File: src/rtl/cv32e40p_pkg2_ft.sv
// Shared definitions for the fault-tolerance error manager: parameter defaults,
// FSM state encoding and register map offsets.
package cv32e40p_pkg2_ft;

  localparam int FTMGR_N_BLOCKS     = 4;
  localparam int FTMGR_CNT_WIDTH    = 16;
  localparam int FTMGR_FORCE_CYCLES = 2;
  localparam int FTMGR_ACK_TIMEOUT  = 15;

  // Encoding is software-visible through STATUS[1:0].
  typedef enum logic [1:0] {
    FT_IDLE     = 2'd0,
    FT_FORCE    = 2'd1,
    FT_WAIT_ACK = 2'd2
  } ft_state_e;

  localparam logic [4:0] FTMGR_OFF_STATUS  = 5'h00;
  localparam logic [4:0] FTMGR_OFF_DET_CNT = 5'h04;
  localparam logic [4:0] FTMGR_OFF_COR_CNT = 5'h08;
  localparam logic [4:0] FTMGR_OFF_BROKEN  = 5'h0C;
  localparam logic [4:0] FTMGR_OFF_FORCE   = 5'h10;
  localparam logic [4:0] FTMGR_OFF_IRQ     = 5'h14;

endpackage

File: src/rtl/cv32e40p_ft_sat_counter.sv
// Event counter that adds a small increment every cycle and sticks at all-ones
// instead of wrapping.
module cv32e40p_ft_sat_counter #(
  parameter int WIDTH     = 16,
  parameter int INC_WIDTH = 3
) (
  input  logic                 clk,
  input  logic                 rst_n,
  input  logic [INC_WIDTH-1:0] inc,
  output logic [WIDTH-1:0]     count
);

  // One spare bit is enough to detect overflow as long as inc < 2^WIDTH.
  logic [WIDTH:0] sum;

  assign sum = {1'b0, count} + (WIDTH+1)'(inc);

  // NOTE: clocked state uses non-blocking (<=) so every flop samples pre-edge values.
  always_ff @(posedge clk or negedge rst_n) begin
    if (!rst_n) begin
      count <= '0;
    end else begin
      count <= sum[WIDTH] ? '1 : sum[WIDTH-1:0];
    end
  end

endmodule

File: src/rtl/cv32e40p_ft_err_manager.sv
// Collects TMR error events from N_BLOCKS protected blocks, exposes them through a
// small register file and can force a replica broken, then wait for confirmation.
module cv32e40p_ft_err_manager
  import cv32e40p_pkg2_ft::*;
#(
  parameter int N_BLOCKS     = FTMGR_N_BLOCKS,
  parameter int CNT_WIDTH    = FTMGR_CNT_WIDTH,
  parameter int FORCE_CYCLES = FTMGR_FORCE_CYCLES,
  parameter int ACK_TIMEOUT  = FTMGR_ACK_TIMEOUT
) (
  input  logic                    clk,
  input  logic                    rst_n,
  input  logic [N_BLOCKS-1:0]     err_detected_i,
  input  logic [N_BLOCKS-1:0]     err_corrected_i,
  input  logic [3*N_BLOCKS-1:0]   is_broken_i,
  output logic [3*N_BLOCKS-1:0]   set_broken_o,
  input  logic                    req_i,
  input  logic                    we_i,
  input  logic [4:0]              addr_i,
  input  logic [31:0]             wdata_i,
  output logic                    gnt_o,
  output logic                    rvalid_o,
  output logic [31:0]             rdata_o,
  output logic                    irq_o
);

  localparam int NB3     = 3 * N_BLOCKS;
  localparam int INC_W   = $clog2(N_BLOCKS + 1);
  localparam int TGT_W   = (NB3 > 1) ? $clog2(NB3) : 1;
  localparam int CYC_MAX = (FORCE_CYCLES > ACK_TIMEOUT) ? FORCE_CYCLES : ACK_TIMEOUT;
  localparam int CYC_W   = $clog2(CYC_MAX + 1);

  ft_state_e          state_q, state_d;
  logic [CYC_W-1:0]   cyc_q, cyc_d;
  logic [TGT_W-1:0]   tgt_q, tgt_d;
  logic [NB3-1:0]     broken_q;
  logic [2:0]         sticky_q, sticky_d, sticky_set, sticky_clr;
  logic [2:0]         irq_en_q, irq_en_d;
  logic [CNT_WIDTH-1:0] det_cnt, cor_cnt;
  logic               wr_en, rd_en, force_wr, force_ok, irq_wr, timeout_set;
  logic [31:0]        rdata_d;
  logic               unused_wdata;

  assign gnt_o    = req_i;
  assign wr_en    = req_i & we_i;
  assign rd_en    = req_i & ~we_i;
  assign force_wr = wr_en && (addr_i == FTMGR_OFF_FORCE);
  assign irq_wr   = wr_en && (addr_i == FTMGR_OFF_IRQ);
  // Replica index 3 does not exist, so it is rejected like an out-of-range block.
  assign force_ok = (int'(wdata_i[7:2]) < N_BLOCKS) && (wdata_i[1:0] != 2'd3);
  assign unused_wdata = ^wdata_i[31:11];

  cv32e40p_ft_sat_counter #(.WIDTH(CNT_WIDTH), .INC_WIDTH(INC_W)) u_det_cnt (
    .clk   (clk),
    .rst_n (rst_n),
    .inc   (INC_W'($countones(err_detected_i))),
    .count (det_cnt)
  );

  cv32e40p_ft_sat_counter #(.WIDTH(CNT_WIDTH), .INC_WIDTH(INC_W)) u_cor_cnt (
    .clk   (clk),
    .rst_n (rst_n),
    .inc   (INC_W'($countones(err_corrected_i))),
    .count (cor_cnt)
  );

  // NOTE: every always_comb output gets a default first, so no path can infer a latch.
  always_comb begin
    state_d     = state_q;
    cyc_d       = cyc_q;
    tgt_d       = tgt_q;
    timeout_set = 1'b0;
    unique case (state_q)
      FT_IDLE: begin
        if (force_wr && force_ok) begin
          state_d = FT_FORCE;
          cyc_d   = '0;
          tgt_d   = TGT_W'(int'(wdata_i[7:2]) * 3 + int'(wdata_i[1:0]));
        end
      end
      FT_FORCE: begin
        if (cyc_q == CYC_W'(FORCE_CYCLES - 1)) begin
          state_d = FT_WAIT_ACK;
          cyc_d   = '0;
        end else begin
          cyc_d = cyc_q + 1'b1;
        end
      end
      FT_WAIT_ACK: begin
        if (is_broken_i[tgt_q]) begin
          state_d = FT_IDLE;
        end else if (cyc_q == CYC_W'(ACK_TIMEOUT - 1)) begin
          state_d     = FT_IDLE;
          timeout_set = 1'b1;
        end else begin
          cyc_d = cyc_q + 1'b1;
        end
      end
      default: state_d = FT_IDLE;
    endcase
  end

  // Sticky order {new-broken, timeout, uncorrectable}; a same-cycle set beats the W1C clear.
  assign sticky_set = {|(is_broken_i & ~broken_q), timeout_set,
                       |(err_detected_i & ~err_corrected_i)};
  assign sticky_clr = irq_wr ? wdata_i[10:8] : 3'b000;
  assign sticky_d   = (sticky_q & ~sticky_clr) | sticky_set;
  assign irq_en_d   = irq_wr ? wdata_i[2:0] : irq_en_q;

  always_comb begin
    rdata_d = '0;
    if (rd_en) begin
      case (addr_i)
        FTMGR_OFF_STATUS:  rdata_d = 32'({sticky_q, state_q});
        FTMGR_OFF_DET_CNT: rdata_d = 32'(det_cnt);
        FTMGR_OFF_COR_CNT: rdata_d = 32'(cor_cnt);
        FTMGR_OFF_BROKEN:  rdata_d = 32'(is_broken_i);
        FTMGR_OFF_IRQ:     rdata_d = 32'(irq_en_q);
        default:           rdata_d = '0;
      endcase
    end
  end

  always_ff @(posedge clk or negedge rst_n) begin
    if (!rst_n) begin
      state_q      <= FT_IDLE;
      cyc_q        <= '0;
      tgt_q        <= '0;
      broken_q     <= '0;
      sticky_q     <= '0;
      irq_en_q     <= '0;
      irq_o        <= 1'b0;
      set_broken_o <= '0;
      rvalid_o     <= 1'b0;
      rdata_o      <= '0;
    end else begin
      state_q      <= state_d;
      cyc_q        <= cyc_d;
      tgt_q        <= tgt_d;
      broken_q     <= is_broken_i;
      sticky_q     <= sticky_d;
      irq_en_q     <= irq_en_d;
      irq_o        <= |(sticky_d & irq_en_d);
      set_broken_o <= (state_d == FT_FORCE) ? (NB3'(1) << tgt_d) : '0;
      rvalid_o     <= req_i;
      rdata_o      <= rdata_d;
    end
  end

endmodule

File: config.mk
export PLATFORM = sky130hd
export DESIGN_NAME = cv32e40p_ft_err_manager
export DESIGN_NICKNAME = d
export VERILOG_FILES = /design/src/rtl/cv32e40p_pkg2_ft.sv /design/src/rtl/cv32e40p_ft_sat_counter.sv /design/src/rtl/cv32e40p_ft_err_manager.sv
export SDC_FILE = /design/constraint.sdc
export NUM_CORES = 1
export LEC_CHECK = 0
export BUFFER_PORTS_ARGS = -buffer_cell sky130_fd_sc_hd__clkbuf_2
export CORE_MARGIN = 8
export CORE_UTILIZATION = 50
export DETAILED_ROUTE_END_ITERATION = 10
export GPL_TIMING_DRIVEN = 1
export PLACE_DENSITY = 0.77
export SLEW_MARGIN = 20
export SYNTH_ARGS = -nofsm -noshare
export SYNTH_HDL_FRONTEND = slang
export SYNTH_SLANG_ARGS = --single-unit
File: constraint.sdc
create_clock -name clk -period 2.7 [get_ports clk]
set_input_delay 0.135 -clock clk [delete_from_list [all_inputs] [get_ports clk]]
set_output_delay 0.135 -clock clk [all_outputs]
set_load 0.05 [all_outputs]
==> impl_metrics.toml <==
[status]
outcome = "completed"

[critical_path]
cp_common_cell = "nor2_1"
reg2reg_from = "state_q[0]$_DFF_PN0_"
reg2reg_depth = 8
worstPathCellList = "inv_1, ha_1, a21boi_0, and4_1, mux2i_1, nor2_1, a32oi_1, nor2_1"
rrSetupSlack_ps = 200
end_kind = "flip-flop"
startpoint = "state_q[0]$_DFF_PN0_"
path_buf_inv = 1
cpMaxStageDelayCell = "and4_1"
critPathKind = "flip-flop to flip-flop"
reg2reg_to = "set_broken_o[5]$_DFF_PN0_"
required_ps = 2950
cp.arrival_ps = 2750
worst_setup_path_start_kind = "flip-flop"
crit_end = "set_broken_o[5]$_DFF_PN0_"
critPathMaxStageDelay_ps = 470
path_max_fanout = 8
crit_family = "simple AND/OR/NAND/NOR gates"
worst-path-stages = 8

[grt]
grt_pass1_wl_um = 19500
grt-ovfl-total = 0
antenna_found_initial = 0
track_usage_pct = 19.1
grt_pass1_vias = 3925
grt_max_degree = 91

[layout]
nNetsFinal = 647
diodes = 0
stdcell_count = 703
multi_input_area_sq_um = 2290
drive_above_1_share_pct = 21.1
fill_cells = 807
design_area_sq_um = 5670
area_growth_syn_to_layout_pct = 17.8
seqCellArea_sq_um = 2250

[place]
dp_cells = 673
pre_cts_ws_ps = -25.0
portBuffers = 70
placed_area_sq_um = 5300
place_hpwl_um = 8680
gp_congestion = 0.897

[routing]
ant_nets = 0
routed_wl_um = 11700
drtPass1Iterations = 5
avgViaCountPerCell = 5.46
detail_route.iter0.violations = 264
routedWlPerCell_um = 16.7
num_vias = 3838
drcViolationCount = 0

[logic_synthesis]
ys_types = 55
synth.ff_latch_count = 90
netlist_area_sq_um = 4810
synth.largest_area_cell = "dfrtp_1"
synthAdderAreaFrac_pct = 6.71
synth-seq-area-share_pct = 46.8
synth_top_area_share_pct = 46.8
synth_area_leaders = "dfrtp_1 47%, nand2_1 4.6%, nor2_1 3.5%"
ys.flop_type = "dfrtp_1"
synth.avg_cell_area_sq_um = 10.2
yosys-mux-area-fraction_pct = 7.23
synthArstFlopShare_pct = 100
synth_compound_area_share_pct = 10.6
yosys.area_share.simple_pct = 17.8
yosysWarnings = 0
synth_xor_area_share_pct = 3.93
synth-edff-count = 0
synth_top_family_by_area = "simple AND/OR/NAND/NOR gates"
synth_cells = 473

[pwr]
p_leak_nw = 2.80
vdd_drop_max_uv = 324
power.density_nw_per_um2 = 621

[clocking]
cts_tree = "built"
h-tree-depth = 3
clock_path_buffers = 2
root_buffer = "clkbuf_8"
cts_buffers = 9
cts_resized = 0
clk_latency_ps = 370
cts.sinks = 90
clk_pin_slew_ps = 90

[die]
dieWidth_um = 114
initial_core_util_pct = 50.4
std_cell_rows = 36
die_area_sq_um = 13000
core_sq_um = 9550
die_h_um = 114
io_pins = 108

[sta]
slew_violations = 0
tightestPinTransition_ps = 826
setup_viol = 0
finalCritPeriodShare_pct = 92.7
finalHoldViolCount = 0
max-slew-margin-rel_pct = 44.9
finalCriticalPeriod_ps = 2500
max_freq_ghz = 0.400
setup-tns-final_ps = 0
layout_setup_ws_ps = 198
rsz0062_at_grt = "no"
finClkSkew_ps = 11.5

[worst_hold_path]
hold_path.class = "primary input to flip-flop"

[flow_run]
drv_cap = 0
## worst min path at each step
stage | startpoint | to | slack (ps) | cells after the start
after global placement | req_i | rvalid_o$_DFF_PN0_ | 290 | 1
after detailed placement | is_broken_i[11] | broken_q[11]$_DFF_PN0_ | 300 | 1
after global routing | wdata_i[9] | sticky_q[1]$_DFF_PN0_ | 50 | 4
after CTS | rst_n | sticky_q[1]$_DFF_PN0_ | 20 | 1
after floorplan | rst_n | broken_q[0]$_DFF_PN0_ | -160 | 0
final | wdata_i[9] | sticky_q[1]$_DFF_PN0_ | 70 | 4
## area by class of cell
| type | instances | area share, % |
|---|---|---|
| inverters | 38 | 2.52 |
| flip-flops and latches | 90 | 39.7 |
| clock inverters | 7 | 1.74 |
| clock buffers | 9 | 2.18 |
| well taps | 133 | 2.93 |
| repair buffers | 96 | 10.6 |
| multi-input cells | 330 | 40.3 |
## stage by stage
step	hold WS, ps	utilization (%)	power, W
final	69.7	59.4	0.00352
after global routing	51.7	59.4	0.00373
after CTS	15.9	59.2	0.00355
after detailed placement	302	55.5	0.00248
after global placement	289	55.5	0.00243
after floorplan	-161	-	0.00222
## logic make-up after synthesis
kind of cell / count (synthesis)
and+or+nand+nor: 175
DFF: 90
AOI/OAI and AO/OA: 74
buffers and inverters: 68
muxes: 24
adders and majority gates: 21
xor gates and xnor gates: 20
other: 1
## state kept, by name, indices dropped and copies added (netlist names)
name	flops
cyc_q	4
irq_o	1
broken_q	12
rdata_o	16
rvalid_o	1
state_q	2
u_det_cnt.count	16
irq_en_q	3
set_broken_o	12
sticky_q	3
u_cor_cnt.count	16
tgt_q	4
## what timing repair did
| item | 4_1_cts | 5_1_grt |
|---|---|---|
| setup buffers | 0 | 0 |
| hold endpoints to repair | 13 | 90 |
| hold buffers | 13 | 1 |
## worst register-to-register path, delay by kind of cell, from the launching register on
kind | cells | cell delay, ps
mux | 1 | 320
buf+inv | 1 | 150
flops | 1 | 460
compound gates | 2 | 610
fa+ha+maj | 1 | 240
simple gates | 3 | 620
## routing by layer
| metal | track usage, % | vias to the layer above | part of all wire [%] |
|---|---|---|---|
| met5 | 0 | - | 0 |
| met4 | 6.21 | 0 | 1.1 |
| met1 | 22.0 | 1918 | 40 |
| li1 | - | 1783 | - |
| met2 | 34.3 | 125 | 54 |
| met3 | 4.48 | 12 | 5.3 |
## placed cells by master (no fill, tap or decap), types with 4 or more instances in the layout
cell,n
dfrtp_1,90
clkbuf_2,69
nand2_1,59
nor2_1,45
inv_1,38
conb_1,16
o21ai_0,15
a22oi_1,15
dlygate4sd3_1,14
nand3_1,13
nor2b_1,13
mux2_2,13
ha_1,13
xor2_1,12
buf_4,11
and3_1,10
clkbuf_8,9
a21oi_1,8
a31oi_1,8
fa_1,8
xnor2_1,7
nor3_1,6
mux4_2,6
nand2b_1,5
nand4_1,4
or3_1,4
o2111ai_1,4
nor3b_1,4
mux2i_1,4
o31ai_1,4
## Yosys cell counts, types with 7 or more instances
cell type and n:
a21oi_1 8, a22oi_1 15, a31oi_1 8, and3_1 10, buf_4 19, clkbuf_1 8, dfrtp_1 90, fa_1 8
ha_1 13, inv_1 38, mux2_2 13, nand2_1 59, nand3_1 13, nor2_1 45, nor2b_1 13, o21ai_0 15
xnor2_1 7, xor2_1 12
## power by group
part / internal (W) / switching, W / total [W]
logic: 0.000372 / 0.000437 / 0.000809
registers: 0.00150 / 0.000171 / 0.00167
clock network: 0.000531 / 0.000510 / 0.00104
Note: power is estimated with default switching activity, not from simulation.
